## src/rtl/fold_sched_pkg.sv

```systemverilog
// Shared types and constants for the fold-datapath frame scheduler.
package fold_sched_pkg;
  localparam int DEF_DATA_W = 8;
  localparam int DEF_CNT_W  = 5;
  localparam int FRM_CNT_W  = 16;

  typedef enum logic [1:0] {IDLE, XFER, GAP} state_e;
endpackage

```

## src/rtl/fold_frame_sched_rr_arb2.sv

```systemverilog
// Two-requester round-robin arbiter; the pointer moves only on the update strobe.
module rr_arb2 (
  input  logic       clk,
  input  logic       resetn,
  input  logic [1:0] req,
  input  logic       upd,
  output logic [1:0] gnt
);
  logic last1;  // source 1 was served most recently

  always_comb begin
    gnt = req;
    if (req == 2'b11) gnt = last1 ? 2'b01 : 2'b10;
  end

  // Reset value of 1 hands the first contested grant to source 0.
  always_ff @(posedge clk or negedge resetn) begin
    if (!resetn)            last1 <= 1'b1;
    else if (upd && |gnt)   last1 <= gnt[1];
  end
endmodule

```

## src/rtl/fold_frame_sched.sv

```systemverilog
// Two-source frame scheduler feeding a fold datapath (nw window, len/k config).
// Optional per-source completed-frame counters: define FOLD_SCHED_FRMCNT_EN.
module fold_frame_sched
  import fold_sched_pkg::*;
#(
  parameter int DATA_W = DEF_DATA_W,
  parameter int CNT_W  = DEF_CNT_W
) (
  input  logic                 clk,
  input  logic                 resetn,
  input  logic [DATA_W-1:0]    s0_data,
  input  logic                 s0_valid,
  input  logic                 s0_last,
  output logic                 s0_ready,
  input  logic [DATA_W-1:0]    s1_data,
  input  logic                 s1_valid,
  input  logic                 s1_last,
  output logic                 s1_ready,
  input  logic [CNT_W-1:0]     cfg0_len,
  input  logic [CNT_W-1:0]     cfg0_k,
  input  logic [CNT_W-1:0]     cfg1_len,
  input  logic [CNT_W-1:0]     cfg1_k,
  output logic [DATA_W-1:0]    m_data,
  output logic                 m_valid,
  output logic                 m_last,
  input  logic                 m_ready,
  output logic                 nw,
  output logic [CNT_W-1:0]     len,
  output logic [CNT_W-1:0]     k,
  output logic [1:0]           grant,
  output logic                 busy,
  output logic                 len_err,
  output logic [FRM_CNT_W-1:0] frm_cnt0,
  output logic [FRM_CNT_W-1:0] frm_cnt1
);
  state_e             state, nxt;
  logic [1:0]         req, gnt, sel;
  logic               start, xfer, fire, fin, at_end;
  logic               src_valid, src_last;
  logic [DATA_W-1:0]  src_data;
  logic [CNT_W-1:0]   pos, cfg_len_w, cfg_k_w, cl_len, cl_k;

  assign req   = {s1_valid, s0_valid};
  assign start = (state == IDLE) && (|req);

  rr_arb2 u_arb (
    .clk    (clk),
    .resetn (resetn),
    .req    (req),
    .upd    (start),
    .gnt    (gnt)
  );

  // Clamp the winner's config as it is captured.
  assign cfg_len_w = gnt[1] ? cfg1_len : cfg0_len;
  assign cfg_k_w   = gnt[1] ? cfg1_k   : cfg0_k;
  assign cl_len    = (cfg_len_w == '0) ? CNT_W'(1) : cfg_len_w;
  assign cl_k      = (cfg_k_w > cl_len) ? cl_len : cfg_k_w;

  assign xfer      = (state == XFER);
  assign src_valid = sel[1] ? s1_valid : s0_valid;
  assign src_last  = sel[1] ? s1_last  : s0_last;
  assign src_data  = sel[1] ? s1_data  : s0_data;

  assign m_valid  = xfer && src_valid;
  assign m_data   = xfer ? src_data : '0;
  assign s0_ready = xfer && sel[0] && m_ready;
  assign s1_ready = xfer && sel[1] && m_ready;
  assign at_end   = (pos == len);
  assign m_last   = m_valid && (at_end || src_last);
  assign fire     = m_valid && m_ready;
  assign fin      = fire && m_last;
  assign nw       = xfer && (k != '0) && (pos > len - k);
  assign busy     = (state != IDLE);
  assign grant    = busy ? sel : 2'b00;

  always_ff @(posedge clk or negedge resetn) begin
    if (!resetn) state <= IDLE;
    else         state <= nxt;
  end

  always_comb begin
    nxt = state;
    case (state)
      IDLE:    if (|req) nxt = XFER;
      XFER:    if (fin)  nxt = GAP;
      GAP:     nxt = IDLE;
      default: nxt = IDLE;
    endcase
  end

  always_ff @(posedge clk or negedge resetn) begin
    if (!resetn) begin
      sel     <= 2'b00;
      len     <= '0;
      k       <= '0;
      pos     <= '0;
      len_err <= 1'b0;
    end else begin
      len_err <= fin && (at_end != src_last);
      if (start) begin
        sel <= gnt;
        len <= cl_len;
        k   <= cl_k;
        pos <= CNT_W'(1);
      end else if (fire && (pos != '1)) begin
        pos <= pos + CNT_W'(1);
      end
    end
  end

`ifdef FOLD_SCHED_FRMCNT_EN
  logic [FRM_CNT_W-1:0] cnt0, cnt1;

  always_ff @(posedge clk or negedge resetn) begin
    if (!resetn) begin
      cnt0 <= '0;
      cnt1 <= '0;
    end else if (fin) begin
      if (sel[0]) cnt0 <= cnt0 + FRM_CNT_W'(1);
      if (sel[1]) cnt1 <= cnt1 + FRM_CNT_W'(1);
    end
  end

  assign frm_cnt0 = cnt0;
  assign frm_cnt1 = cnt1;
`else
  assign frm_cnt0 = '0;
  assign frm_cnt1 = '0;
`endif
endmodule

```

## config.mk

```make
export PLATFORM = sky130hd
export DESIGN_NAME = fold_frame_sched
export DESIGN_NICKNAME = d
export VERILOG_FILES = /design/src/rtl/fold_sched_pkg.sv /design/src/rtl/fold_frame_sched_rr_arb2.sv /design/src/rtl/fold_frame_sched.sv
export SDC_FILE = /design/constraint.sdc
export NUM_CORES = 1
export LEC_CHECK = 0
export BUFFER_PORTS_ARGS = -buffer_cell sky130_fd_sc_hd__buf_2
export CORE_AREA = 2 2 69 71
export DETAILED_ROUTE_END_ITERATION = 8
export DIE_AREA = 0 0 71 73
export PLACE_DENSITY = 0.79
export SLEW_MARGIN = 20
export SYNTH_ARGS = -nofsm -noshare
export SYNTH_HDL_FRONTEND = slang
export SYNTH_SLANG_ARGS = --single-unit
```

## constraint.sdc

```tcl
create_clock -name clk -period 2.9 [get_ports clk]
set_clock_uncertainty 0.1 [all_clocks]
set_input_delay 0.435 -clock clk [delete_from_list [all_inputs] [get_ports clk]]
set_output_delay 0.435 -clock clk [all_outputs]
set_load 0.005 [all_outputs]
```

# Yosys cells after proc, flatten, opt, wreduce, memory -nomap -nowiden

Cells that the tools add are included.

Word-level logic and storage cells: 57
Bits in registers: 21
Input port bits: 43
Memories: 0
ROM bits: 0
Output and inout bits: 59
Memory bits (writable): 0
Bits in latches: 0

Multiply operators: 0
Bitwise logic cells: 0
Shift-type cells: 0
Magnitude comparators: 2
Reductions and logical operators: 23
Mux-type cells: 16
Divide/modulo/power cells: 0
$add $sub $neg: 2
Equal/unequal tests: 7

Operator list:

| cell                | count |
|---|---|
| $mux 5              | 6 |
| $mux 8              | 2 |
| $logic_and 1x1->1   | 14 |
| $gt 5x5->1          | 2 |
| $mux 2              | 5 |
| $add 5x1->5 const B | 1 |
| $eq 5x5->1          | 1 |
| $logic_not 5->1     | 1 |
| $ne 5x5->1 const B  | 1 |
| $reduce_bool 5->1   | 1 |
| $sub 5x5->5         | 1 |
| $ne 2x1->1 const B  | 2 |
| $pmux 2 s2          | 1 |
| $reduce_bool 2->1   | 2 |
| $reduce_or 2->1     | 2 |
| $eq 2x1->1 const B  | 1 |
| $eq 2x2->1 const B  | 1 |
| $logic_not 2->1     | 1 |
| $mux 1              | 2 |
| $reduce_and 2->1    | 1 |
| $logic_or 1x1->1    | 1 |
| $ne 1x1->1          | 1 |

# Depth between registers and ports, before layout

Gate-level depths: netlist of the first run.

Depth after elaboration: 7
Depth in mapped cells: 11
Depth with buffers taken out: 11

# By module

A second synthesis of the first run with hierarchy kept.

Cell total of the unflattened synthesis: 214
Area, all modules: 1,908.1 um^2

Modules (own cells, without submodules):

| module           | cells an instance | seq. area each (um^2) | area an instance (um^2) | times used |
|---|---|---|---|---|
| fold_frame_sched | 208               | 500.5                 | 1,851.8                 | 1 |
| rr_arb2          | 6                 | 26.3                  | 56.3                    | 1 |

# Worst setup path before layout of the first run

No wires, ideal clock.

Path type: flip-flop to output port
From: register len[0]
To: output nw
Setup slack: 0.257 ns
Path buffers: 0
Arrival: 2.108 ns
Data required time: 2.365 ns
Stages on the path, launching flop included: 12
Cell sequence: dfrtp_1 -> inv_1 -> ha_1 -> inv_1 -> fa_1 -> a21o_1 -> a21oi_1 -> xnor2_1 -> ha_1 -> a31oi_1 -> o21ai_0 -> a21oi_1

Word-level cells in the longest chain between the ends: 3

Ends and longest elaborated chain:

| item                     | line                    | source |
|---|---|---|
| start: declaration       | fold_frame_sched.sv:28  | `output logic [CNT_W-1:0] len,` |
| start signal: assignment | fold_frame_sched.sv:103 | `len <= cl_len;` |
| $sub 5x5->5              | fold_frame_sched.sv:73  | `assign nw = xfer && (k != '0) && (pos > len - k);` |
| $gt 5x5->1               | fold_frame_sched.sv:73  |  |
| $logic_and 1x1->1        | fold_frame_sched.sv:73  |  |
| end: declaration         | fold_frame_sched.sv:27  | `output logic nw,` |

Every way passes these cells.

# Final worst setup path of the first run

Same ends and word-level chain as after synthesis.

==> impl_metrics.json, run 1 <==
{
  "clock_path_buffers": 2,
  "n_antenna_cell": 0,
  "pwr-share-seq_pct": 25.3,
  "synth_edf_count": 0,
  "fin_ws_ns": -0.03854,
  "ys_seq_area_share_pct": 26.83,
  "initial_core_util_pct": 43.28,
  "finalInstanceArea_sq_um": 2321,
  "synth_area_per_cell_sq_um": 8.843,
  "layout.nets": 356,
  "viasPerCell": 4.825,
  "hold_viol_final": 0,
  "startpoint_type": "flip-flop",
  "synthTopCellsByCount": "32 x buf_4, 20 x dfrtp_1, 20 x nor2_1",
  "ys_ff_latch": 21,
  "clock-sinks": 21,
  "cts.clk_slew.worst_paths_ns": 0.07,
  "antenna_found_initial": 0,
  "insertion_delay_ns": 0.26,
  "crit_family": "adder cells",
  "top_usage_layer": "met2",
  "gr-usage-all-layers_pct": 15.96,
  "ios": 102,
  "p_int_uw": 1219,
  "worst_ir_drop_vdd_v": 0.0002986,
  "area_growth_pct": 18.23,
  "drc": 0,
  "htreeDepth": 1,
  "worst_pin_slew_ns": 0.8901,
  "grt_pass1_vias": 1503,
  "p_sw_uw": 974.9,
  "postRouteAntennaNets": 0,
  "yosysUniqueCellTypes": 41,
  "async_reset_ff_share_pct": 100.0,
  "power.leakage_uw": 0.001290,
  "crit_fanout": 2,
  "synth.area.top_cells": "dfrtp_1 25%, buf_4 12%, ha_1 11%",
  "critPathBufInv": 4,
  "ys.flop_type": "dfrtp_1",
  "syn-cell-area_sq_um": 1963,
  "startpoint": "len[0]",
  "rows": 25,
  "use_met3_pct": 1.243,
  "grt_max_degree": 22,
  "reg2reg_to": "k[0]",
  "grt_pass1_wl_mm": 6.651,
  "wl_per_cell_um": 12.41,
  "r2r_setup_slack_ns": 0.27,
  "period_needed_ns": 2.939,
  "arrival_ns": 2.40,
  "yosys_warnings": 0,
  "drive_gt1_share_pct": 31.63,
  "cts_root_buffer": "clkbuf_8",
  "fillers": 413,
  "cpPeakStageDelay_ns": 0.52,
  "first_pass_iters": 4,
  "slowest_stage": "fa_2",
  "hold_class": "in2async",
  "grt_util_met2_pct": 29.28,
  "num_vias": 1679,
  "fin_crit_sh_pct": 101.3,
  "slew_headroom_pct": 40.03,
  "cap_violations": 0,
  "syn_inst": 222,
  "regArea_sq_um": 526.8,
  "synth_top_area_share_pct": 25.49,
  "r2r_cells": 8,
  "violations": "setup timing",
  "clockPowerShare_pct": 8.6,
  "crit_cells": 11,
  "fin_tns_setup_ns": -0.03854,
  "synth.largest_area_cell": "dfrtp_1",
  "multi_input_area_sq_um": 1249,
  "critPathKind": "reg2out",
  "synth_most_common_cell": "buf_4",
  "met1_usage_pct": 19.93,
  "rr_startpoint": "u_arb.last1",
  "first_iter_violations": 31,
  "post-dp-hpwl_mm": 3.597,
  "swShare_pct": 44.44,
  "grt.overflow.total": 0,
  "cts_buffers": 3,
  "wirelength_mm": 4.318,
  "hold_buffers": 0,
  "cp.required_ns": 2.37,
  "cts_tree": "yes",
  "end_kind": "output port",
  "portBuffers": 69,
  "die_x_um": 71,
  "rsz0062_at_grt": "true",
  "pwr-share-comb_pct": 66.1,
  "drv_slew": 0,
  "setup_viol": 1,
  "status": "complete, but fails checks",
  "p_per_area_nw_per_um2": 945.2,
  "die-area_sq_um": 5183,
  "cp_cell_sequence": "inv_1 > ha_1 > inv_2 > fa_2 > inv_1 > ha_1 > and3_1 > a31oi_1 > o21ai_1 > a21oi_1 > buf_2",
  "critPathCapture": "nw",
  "dpl_cell_area_sq_um": 2257,
  "core_area_sq_um": 4536,
  "place_congestion": 0.8241,
  "die_h_um": 73,
  "max_freq_mhz": 340.3
}
-- logic make-up after synthesis --
| family | after synthesis | share of synthesized area, % |
|---|---|---|
| xor gates and xnor gates | 12 | 5.354 |
| adders and majority gates | 18 | 11.85 |
| AOI/OAI and AO/OA | 37 | 12.24 |
| other | 1 | 0.1910 |
| and+or+nand+nor | 62 | 15.81 |
| buffers and inverters | 49 | 16.00 |
| muxes | 22 | 11.73 |
| DFF | 21 | 26.83 |
-- what timing repair did --
item | CTS | global route
setup buffers | 1 | 0
pin swaps | 2 | 0
setup endpoints to repair | 1 | 1
resized for setup | 4 | 1
-- layout make-up --
| cell class | instances | share of cell area, % |
|---|---|---|
| multi-input combinational | 183 | 53.80 |
| sequential | 21 | 22.70 |
| timing repair buffer | 75 | 16.82 |
| tap | 54 | 2.911 |
| clock buffer | 3 | 1.779 |
| inverter | 11 | 1.779 |
| clock inverter | 1 | 0.2156 |
-- routing by layer --
metal / part of all wire, % / up-vias
met5: 0 / -
met4: 1.2 / 0
met3: 3.3 / 5
met2: 53 / 48
met1: 43 / 771
li1: - / 855
-- flip-flops by register name, summed over array words and instances (netlist names) --
signal	flops
pos	5
len_err	1
sel	2
u_arb.last1	1
len	5
state	2
k	5
-- layout by cell type (no fill, tap or decap), types with 3 or more instances in the layout --
| cell type | instances |
|---|---|
| o31ai_1 | 4 |
| mux2i_1 | 16 |
| xor2_1 | 5 |
| nor2_1 | 20 |
| and3_1 | 10 |
| mux2_2 | 5 |
| nor4_1 | 4 |
| a31oi_1 | 3 |
| inv_1 | 10 |
| nor3_1 | 4 |
| o21ai_0 | 7 |
| nand2_1 | 11 |
| buf_2 | 69 |
| clkbuf_8 | 3 |
| xnor2_1 | 7 |
| buf_4 | 6 |
| nor2b_1 | 4 |
| a21oi_1 | 9 |
| ha_1 | 17 |
| dfrtp_1 | 20 |
| conb_1 | 32 |
-- stage by stage --
stage / setup WS [ns] / hold slack, ns / power (uW) / std cells / utilization (%)
after floorplan: 0.2566 / 0.03941 / 1524 / 253 / -
after global placement: 0.1552 / 0.3175 / 1876 / 343 / 49.77
after detailed placement: 0.1208 / 0.3133 / 1951 / 343 / 49.77
after CTS: -0.03285 / 0.02528 / 2206 / 348 / 51.17
after global routing: -0.2089 / 0.04204 / 2424 / 348 / 51.17
final: -0.03854 / 0.02021 / 2194 / 348 / 51.17
-- how the worst min path moves through the flow --
| stage | endpoint |
|---|---|
| CTS | pos[3] |
| finish | len[3] |
| floorplan | k[0] |
| detailed placement | pos[3] |
| global route | pos[1] |
| global placement | pos[3] |
-- power by group through the flow --
stage	Combinational (uW)	Sequential, uW	Clock [uW]
6_report	1450	554	190
5_1_grt	1640	576	206
4_1_cts	1460	555	194
3_5_place_dp	1390	560	0
3_3_place_gp	1320	554	0
2_1_floorplan	987	537	0
Power figures use the tool's default switching activity.
==> inputs of run 2 (changes only) <==
--- a/config.mk
+++ b/config.mk
@@ -5,11 +5,13 @@
 export SDC_FILE = /design/constraint.sdc
 export NUM_CORES = 1
 export LEC_CHECK = 0
+export ABC_CLOCK_PERIOD_IN_PS = 2900
 export BUFFER_PORTS_ARGS = -buffer_cell sky130_fd_sc_hd__buf_2
 export CORE_AREA = 2 2 69 71
 export DETAILED_ROUTE_END_ITERATION = 8
 export DIE_AREA = 0 0 71 73
 export PLACE_DENSITY = 0.79
+export REMOVE_ABC_BUFFERS = 1
 export SLEW_MARGIN = 20
 export SYNTH_ARGS = -nofsm -noshare
 export SYNTH_HDL_FRONTEND = slang
==> constraint.sdc (replaced) <==
create_clock -name clk -period 2.9 [get_ports clk]
set_clock_uncertainty 0.1 [all_clocks]
set_input_delay 0.145 -clock clk [delete_from_list [all_inputs] [get_ports clk]]
set_output_delay 0.145 -clock clk [all_outputs]
set_load 0.005 [all_outputs]
==> run 2 against run 1 <==
  * The flow now finishes without violations
  * Core utilization increased by 0.72 points
  * Final cell count increased by 1.1%
  * Maximum frequency increased by 7.9%
  * Sequential power about the same
  * Critical path type unchanged
==> impl_metrics.json, run 2 (synthesis gave the netlist of run 1 again) <==
{
  "clock_path_buffers": 2,
  "grt_pass1_vias": 1465,
  "die-area_sq_um": 5183,
  "die_h_um": 73,
  "drv_slew": 0,
  "first_pass_iters": 4,
  "cts.clk_slew.worst_paths_ns": 0.08,
  "core_area_sq_um": 4536,
  "insertion_delay_ns": 0.26,
  "layout.nets": 360,
  "worst_ir_drop_vdd_v": 0.0003416,
  "cts_tree": "yes",
  "power.leakage_uw": 0.001310,
  "r2r_cells": 8,
  "final_cell_mix": "69 x buf_2, 32 x conb_1, 20 x nor2_1, 20 x dfrtp_1, 17 x ha_1",
  "startpoint": "len[0]",
  "ios": 102,
  "cp.required_ns": 2.65,
  "worst_pin_slew_ns": 0.6789,
  "area_growth_pct": 19.89,
  "initial_core_util_pct": 43.28,
  "cts_root_buffer": "clkbuf_8",
  "startpoint_type": "flip-flop",
  "drc": 0,
  "hold_viol_final": 0,
  "r2r_setup_slack_ns": 0.27,
  "critPathCapture": "nw",
  "setup_viol": 0,
  "p_per_area_nw_per_um2": 950.9,
  "total_power_uw": 2238,
  "grt_pass1_wl_mm": 6.506,
  "fin_tns_setup_ns": 0,
  "final_common_cell": "buf_2",
  "cts_buffers": 3,
  "num_vias": 1676,
  "die_x_um": 71,
  "rr_startpoint": "u_arb.last1",
  "portBuffers": 69,
  "drive_gt1_share_pct": 31.88,
  "reg2reg_to": "k[0]",
  "status": "complete, no violations",
  "hold_class": "in2reg",
  "htreeDepth": 1,
  "critPathKind": "reg2out",
  "n_antenna_cell": 0,
  "first_iter_violations": 47,
  "cap_violations": 0,
  "max_freq_mhz": 367.1,
  "crit_fanout": 3,
  "antenna_found_initial": 0,
  "arrival_ns": 2.48,
  "clock-sinks": 21,
  "viasPerCell": 4.761,
  "wirelength_mm": 4.252,
  "rows": 25,
  "worstHoldStart": "s0_valid",
  "end_kind": "output port",
  "place_congestion": 0.8098,
  "reg_top3": "k: 5 flops, len: 5 flops, pos: 5 flops",
  "period_needed_ns": 2.724,
  "gr-usage-all-layers_pct": 15.47,
  "fin_crit_sh_pct": 93.94,
  "grt_max_degree": 22,
  "slew_headroom_pct": 54.73,
  "postRouteAntennaNets": 0,
  "grt.overflow.total": 0,
  "wl_per_cell_um": 12.08,
  "post-dp-hpwl_mm": 3.506
}
## run 2: cell types whose count changed in the layout (fill, tap and decap cells not counted)
cell,before,now
dlygate4sd3_1,0,1
inv_1,10,11
o21ai_0,7,6
a21oi_2,2,1
a21oi_1,9,10
o21ai_2,0,1
buf_4,6,9
inv_2,1,0
## run 2: repair_timing
action	in CTS	in global routing
hold endpoints to repair	20	0
setup endpoints to repair	1	1
gates resized for setup	0	3
cloned	0	0
pin swaps	0	3
buffers inserted	1	4
hold buffers	1	0
## run 2: how the worst min path moves through the flow
| stage | to | cells after the start |
|---|---|---|
| finish | u_arb.last1 | 2 |
| global route | u_arb.last1 | 2 |
| CTS | u_arb.last1 | 2 |
| detailed placement | len[3] | 1 |
| global placement | len[3] | 1 |
| floorplan | k[0] | 0 |
## run 2: worst max-delay path: stages, from the launching register on
cell and delay (ns):
dfrtp_1 0.39, inv_1 0.06, ha_1 0.13, inv_1 0.06, fa_2 0.34, a21o_1 0.17, a21oi_2 0.14, xnor2_1 0.09
ha_1 0.34, buf_4 0.15, a21oi_1 0.14, a21oi_1 0.08, buf_2 0.13
## run 2: power by group
group | switching (uW) | leakage [uW] | internal [uW]
combinational | 737 | 0.00102 | 757
sequential | 140 | 0.000261 | 417
clock | 91.0 | 0.0000255 | 95.5
total | 969 | 0.00131 | 1270
## run 2: per-layer routing
metal	GRT usage (%)	vias to the layer above	wire length (um)
met5	0	-	0
met4	3.983	0	31
met3	1.519	2	138
met2	27.93	39	2260
met1	19.85	776	1823
li1	-	859	-
## run 2: through the flow
stage               area [sq um]  instances  util [%]  hold WS, ns  setup slack, ns
CTS                         2313        348     51.01      0.04170          0.03979
floorplan                   1807        215         -      -0.2506           0.2247
finish                      2354        352     51.89      0.05316           0.1757
detailed placement          2250        342     49.60      0.01658           0.2714
global route                2354        352     51.89      0.06429         -0.01067
global placement            2250        342     49.60      0.02038           0.3469
## run 2: area by class of cell
class / count / area, sq um
Clock buffer: 3 / 41.29
Sequential cell: 21 / 526.8
Clock inverter: 1 / 5.005
Timing Repair Buffer: 79 / 422.9
Fill cell: 422 / 2182
Inverter: 11 / 41.29
Tap cell: 54 / 67.56
Multi-Input combinational cell: 183 / 1249
